===== src/rtl/game_frame_sequencer.sv =====
`default_nettype none
// ============================================================================
// Module   : game_frame_sequencer
// Brief    : Button debounce, per-frame game tick and IDLE/PLAY/DYING/OVER FSM
//            between the processor, the flap button and the VGA controller.
// Revision : 1.0 - initial release
// ============================================================================
module game_frame_sequencer #(
  parameter int DEBOUNCE_CYCLES = 250000,
  parameter int DEATH_FRAMES    = 60,
  parameter int RESTART_CYCLES  = 16
) (
  input  logic         clock,
  input  logic         resetn,
  input  logic         button_pressed,
  input  logic         vga_vs,
  input  logic         collision_flag,
  input  logic [31:0]  game_score,
  input  logic [223:0] obj_in,
  output logic [223:0] obj_out,
  output logic         game_tick,
  output logic         flap,
  output logic         proc_reset,
  output logic         gameover_flag,
  output logic [31:0]  score_disp,
  output logic [31:0]  high_score,
  output logic [1:0]   state
);

  localparam int c_db_w = (DEBOUNCE_CYCLES > 1) ? $clog2(DEBOUNCE_CYCLES) : 1;
  localparam int c_rs_w = (RESTART_CYCLES > 1) ? $clog2(RESTART_CYCLES) : 1;
  localparam int c_df_w = (DEATH_FRAMES > 1) ? $clog2(DEATH_FRAMES) : 1;
  localparam logic [c_db_w-1:0] c_db_max = c_db_w'(DEBOUNCE_CYCLES - 1);
  localparam logic [c_rs_w-1:0] c_rs_max = c_rs_w'(RESTART_CYCLES - 1);
  localparam logic [c_df_w-1:0] c_df_max = c_df_w'(DEATH_FRAMES - 1);

  typedef enum logic [2:0] {
    ST_IDLE    = 3'd0,
    ST_RESTART = 3'd1,
    ST_PLAY    = 3'd2,
    ST_DYING   = 3'd3,
    ST_OVER    = 3'd4
  } state_t;

  state_t             r_state;
  state_t             w_state_nxt;
  logic               r_btn_s1;
  logic               r_btn_s2;
  logic               r_vs_s1;
  logic               r_vs_s2;
  logic               r_vs_s3;
  logic               r_frame_evt;
  logic               w_btn;
  logic [c_db_w-1:0]  r_db_cnt;
  logic               r_btn_level;
  logic               r_btn_level_d;
  logic               r_press_evt;
  logic [c_rs_w-1:0]  r_rs_cnt;
  logic [c_df_w-1:0]  r_df_cnt;
  logic               r_flap_pending;

  // Synchronisers; vsync idles high so its chain resets to 1 to avoid a fake frame.
  always_ff @(posedge clock or negedge resetn) begin
    if (!resetn) begin
      r_btn_s1    <= 1'b0;
      r_btn_s2    <= 1'b0;
      r_vs_s1     <= 1'b1;
      r_vs_s2     <= 1'b1;
      r_vs_s3     <= 1'b1;
      r_frame_evt <= 1'b0;
    end else begin
      r_btn_s1    <= button_pressed;
      r_btn_s2    <= r_btn_s1;
      r_vs_s1     <= vga_vs;
      r_vs_s2     <= r_vs_s1;
      r_vs_s3     <= r_vs_s2;
      r_frame_evt <= r_vs_s3 & ~r_vs_s2;
    end
  end

  assign w_btn = ~r_btn_s2;

  always_ff @(posedge clock or negedge resetn) begin
    if (!resetn) begin
      r_db_cnt      <= '0;
      r_btn_level   <= 1'b0;
      r_btn_level_d <= 1'b0;
      r_press_evt   <= 1'b0;
    end else begin
      r_btn_level_d <= r_btn_level;
      r_press_evt   <= r_btn_level & ~r_btn_level_d;
      if (w_btn == r_btn_level) begin
        r_db_cnt <= '0;
      end else if (r_db_cnt == c_db_max) begin
        r_btn_level <= w_btn;
        r_db_cnt    <= '0;
      end else begin
        r_db_cnt <= r_db_cnt + 1'b1;
      end
    end
  end

  always_ff @(posedge clock or negedge resetn) begin
    if (!resetn) begin
      r_state <= ST_IDLE;
    end else begin
      r_state <= w_state_nxt;
    end
  end

  always_comb begin
    w_state_nxt   = r_state;
    proc_reset    = 1'b0;
    gameover_flag = 1'b0;
    state         = 2'd0;
    case (r_state)
      ST_IDLE: begin
        proc_reset = 1'b1;
        if (r_press_evt) w_state_nxt = ST_RESTART;
      end
      ST_RESTART: begin
        proc_reset = 1'b1;
        state      = 2'd1;
        if (r_rs_cnt == c_rs_max) w_state_nxt = ST_PLAY;
      end
      ST_PLAY: begin
        state = 2'd2;
        if (r_frame_evt && collision_flag) w_state_nxt = ST_DYING;
      end
      ST_DYING: begin
        gameover_flag = 1'b1;
        state         = 2'd3;
        if (r_frame_evt && (r_df_cnt == c_df_max)) w_state_nxt = ST_OVER;
      end
      ST_OVER: begin
        gameover_flag = 1'b1;
        state         = 2'd3;
        if (r_press_evt) w_state_nxt = ST_RESTART;
      end
      default: w_state_nxt = ST_IDLE;
    endcase
  end

  always_ff @(posedge clock or negedge resetn) begin
    if (!resetn) begin
      r_rs_cnt <= '0;
      r_df_cnt <= '0;
    end else begin
      if (r_state == ST_RESTART) r_rs_cnt <= r_rs_cnt + 1'b1;
      else                       r_rs_cnt <= '0;
      if (r_state != ST_DYING)   r_df_cnt <= '0;
      else if (r_frame_evt)      r_df_cnt <= r_df_cnt + 1'b1;
    end
  end

  // Presses between ticks collapse into one pending flap for the next frame.
  always_ff @(posedge clock or negedge resetn) begin
    if (!resetn) begin
      obj_out        <= '0;
      game_tick      <= 1'b0;
      flap           <= 1'b0;
      score_disp     <= '0;
      high_score     <= '0;
      r_flap_pending <= 1'b0;
    end else begin
      game_tick <= 1'b0;
      flap      <= 1'b0;
      if (r_frame_evt) obj_out <= obj_in;
      if (r_state == ST_PLAY) begin
        if (r_frame_evt) begin
          game_tick      <= 1'b1;
          flap           <= r_flap_pending | r_press_evt;
          r_flap_pending <= 1'b0;
          score_disp     <= game_score;
          if (collision_flag && (game_score > high_score)) high_score <= game_score;
        end else if (r_press_evt) begin
          r_flap_pending <= 1'b1;
        end
      end else if (r_state == ST_RESTART) begin
        r_flap_pending <= 1'b0;
      end
    end
  end

endmodule
`default_nettype wire

===== config.mk =====
export PLATFORM = sky130hd
export DESIGN_NAME = game_frame_sequencer
export DESIGN_NICKNAME = d
export VERILOG_FILES = /design/src/rtl/game_frame_sequencer.sv
export SDC_FILE = /design/constraint.sdc
export NUM_CORES = 1
export LEC_CHECK = 0
export ABC_AREA = 1
export BUFFER_PORTS_ARGS = -buffer_cell sky130_fd_sc_hd__buf_2
export CORE_ASPECT_RATIO = 0.9
export CORE_MARGIN = 8
export CORE_UTILIZATION = 30
export DETAILED_ROUTE_END_ITERATION = 12
export HOLD_SLACK_MARGIN = 0.06
export PLACE_DENSITY_LB_ADDON = 0.3
export SETUP_SLACK_MARGIN = 0.2
export SLEW_MARGIN = 20
export SYNTH_ARGS = -nofsm -noshare
export SYNTH_HDL_FRONTEND = slang
export SYNTH_SLANG_ARGS = --single-unit

===== constraint.sdc =====
create_clock -name clock -period 2.1 [get_ports clock]
set_clock_uncertainty 0.05 [all_clocks]
set_input_delay 0.315 -clock clock [delete_from_list [all_inputs] [get_ports clock]]
set_output_delay 0.315 -clock clock [all_outputs]
set_load 0.05 [all_outputs]

==> qor.yml <==
placement:
  dpl_cell_area_mm2: 0.0173
  portBuffers: 554
  gp_congestion: 0.834
  dp_hpwl_mm: 34.0
  dp.cells: 2706
finish:
  layout-drive-gt1-share_pct: 34.3
  stdcell_count: 3087
  fin_util_pct: 49.5
  design_area_mm2: 0.0223
  multi_input_area_mm2: 0.00534
  fin_nets: 2737
  nFillCells: 4055
  regArea_mm2: 0.00833
  syn_to_final_growth_pct: 63.9
global_routing:
  busiest_layer: "met2"
  grt_pass1_wl_mm: 79.1
  gr-usage-met2_pct: 31.6
  grt_start_max_net_pins: 125
  met3_usage_pct: 5.62
  use_met1_pct: 21.7
  antenna_found_initial: 9
  first_global_vias: 14600
  groute.usage.overall_pct: 18.7
  gr-total-overflow: 0
setup_path:
  crit_type: "reg2reg"
  cp-end-kind: "flop"
  arrival_ns: 2.49
  start_kind: "flop"
  required_ns: 2.48
  crit_path_max_fanout: 7
cts:
  insertion_delay_ns: 0.54
  clock-sinks: 331
  clockRootBuffer: "clkbuf_16"
  cts_tree: "built"
  cts_max_level: 2
  cts_buffers: 40
  clkTransAtPathRegs_ns: 0.06
  clk_path_buf_depth: 3
job:
  cap_violations: 0
die:
  rows: 74
  die_y_um: 218
  coreArea_mm2: 0.0451
  die_w_um: 241
  die_area_mm2: 0.0525
  io_pins: 555
  start_util_pct: 30.2
route:
  remaining_drc_errors: 0
  wire_per_inst_um: 16.4
  routed_wl_mm: 50.8
  viasPerCell: 4.47
  drtIter0Drc: 637
  vias: 13800
  drt_pass1_iterations: 5
  final_antenna_net_count: 0
timing:
  slew_viol_final: 0
  slew_headroom_pct: 62.7
  period_minus_slack_ns: 2.10
  final-setup-viol-count: 1
  setup_ws_ns: -0.00427
  finalHoldViolCount: 0
  fmax_ghz: 0.475
  period_share_pct: 100
  rsz0062_at_grt: "yes"
  tightest_slew_ns: 0.559
worst_hold_path:
  min_path_type: "in2reg"
logic_synthesis:
  synthCells: 1579
  yosys-top-cells-area: "dfrtp_1 60%, nand2_1 24%, ha_1 3.2%, nand3_1 1.8%, inv_1 1.8%"
  synthArstFlopShare_pct: 100
  synth.distinct_cells: 33
  yosysMostFrequentCell: "nand2_1"
  synth.cells.most_frequent: "888 x nand2_1, 328 x dfrtp_1, 65 x inv_1"
  yosysSeqAreaShare_pct: 60.9
  synth_top_cell_area_share_pct: 60.3
  synth_area_mm2: 0.0136
  syn_avg_cell_area_um2: 8.62
  synth_warnings: 0
  synth_nets: 1875
  synth_top_flop_cell: "dfrtp_1"
  synth-edff-count: 0
  synth_largest_area_cell: "dfrtp_1"
  synth-seq-cells: 331
power_and_ir_drop:
  ir_drop_v: 0.000615
  power.density_mw_per_mm2: 1190
  p_leak_uw: 0.0120
status:
  outcome: "complete, but fails checks"
  violations: "setup timing"
## layer usage
| layer | vias up | share of wire (%) |
|---|---|---|
| met5 | - | 0.016 |
| met4 | 2 | 4.2 |
| met3 | 124 | 8.8 |
| met2 | 538 | 48 |
| met1 | 6530 | 39 |
| li1 | 6598 | - |
## worst max-delay path, stage by stage, from the launching register on
cell	delay [ns]
dfrtp_2	0.41
inv_1	0.10
ha_4	0.21
nand4_1	0.14
buf_4	0.15
nor3_4	0.04
buf_4	0.14
a31oi_4	0.24
nand2_4	0.12
buf_12	0.15
buf_16	0.15
nand2_4	0.05
nand2_1	0.05
## metrics by stage
stage	TNS (ns)	setup slack (ns)	total power (µW)	hold WS [ns]
2_1_floorplan	0	0.0839	14700	-0.0306
4_1_cts	0	0.0644	26200	0.0646
5_1_grt	-1.42	-0.0766	27800	0.102
3_3_place_gp	0	0.0969	17200	0.262
3_5_place_dp	0	0.0426	17300	0.264
6_report	-0.00427	-0.00427	26500	0.102
## final timing paths
path                           startpoint  depth (start not counted)  slack [ns]              to
hold / removal                 obj_in[73]                          4        0.10     obj_out[73]
min in group asynchronous          resetn                          2        0.26  score_disp[18]
setup / recovery           high_score[21]                         12      -0.004  high_score[14]
setup reg to reg           high_score[21]                         12      -0.004  high_score[14]
hold reg to reg                  r_btn_s1                          0        0.30        r_btn_s2
max in group asynchronous          resetn                          3        0.96     r_db_cnt[0]
## power breakdown
part | internal, µW | switching, µW | total (µW)
logic | 3300 | 7560 | 10900
registers | 7630 | 766 | 8390
clock network | 4480 | 2760 | 7250
## flip-flops by register name, summed over array words and instances, names as in the netlist, 3 cells and up
signal and count:
r_db_cnt 18, high_score 32, obj_out 224, r_state 3
r_rs_cnt 4, r_df_cnt 6, score_disp 32
## final cells by class
class	instances	share of cell area, %
flip-flops and latches	331	37.3
inverters	69	1.18
well taps	608	3.41
repair buffers	885	27.9
clock inverters	18	1.19
diodes	8	0.0897
clock buffers	54	5.00
multi-input cells	1114	23.9
## kinds of logic (layout without fill, tap and decap cells)
logic type      Yosys count  after routing  share of synthesized area [%]
flops                   331            331                           60.9
fa+ha+maj                35             35                           3.22
buf+inv                 134           1026                           3.92
xor+xnor                 11             11                          0.708
other cells               0              8                              0
compound gates           42             42                           1.76
simple gates           1026           1026                           29.5
## placed cells by master, fill, tap and decap left out, drive strengths merged
cell type,instances
bufinv,6
clkinvlp,1
nor2,53
nand3b,1
inv,71
o21ai,13
ha,35
nand3,50
diode,8
nor3,14
xnor2,2
dlygate4sd3,258
nor3b,2
clkbuf,54
a31oi,3
o21a,1
nand4,9
dfstp,3
or2,1
a21oi,22
nor4,4
clkinv,9
a21o,1
nand2,892
a211oi,2
buf,627
dfrtp,328
xor2,9
## timing repair
item | in CTS | in global routing
pin swaps | 30 | 26
setup endpoints to repair | 36 | 47
buffers inserted | 27 | 13
resized for setup | 90 | 68
hold buffers | 258 | 1
gates cloned | 3 | 0
hold endpoints to repair | 334 | 2
No activity file was read; power rests on OpenSTA's default activity.
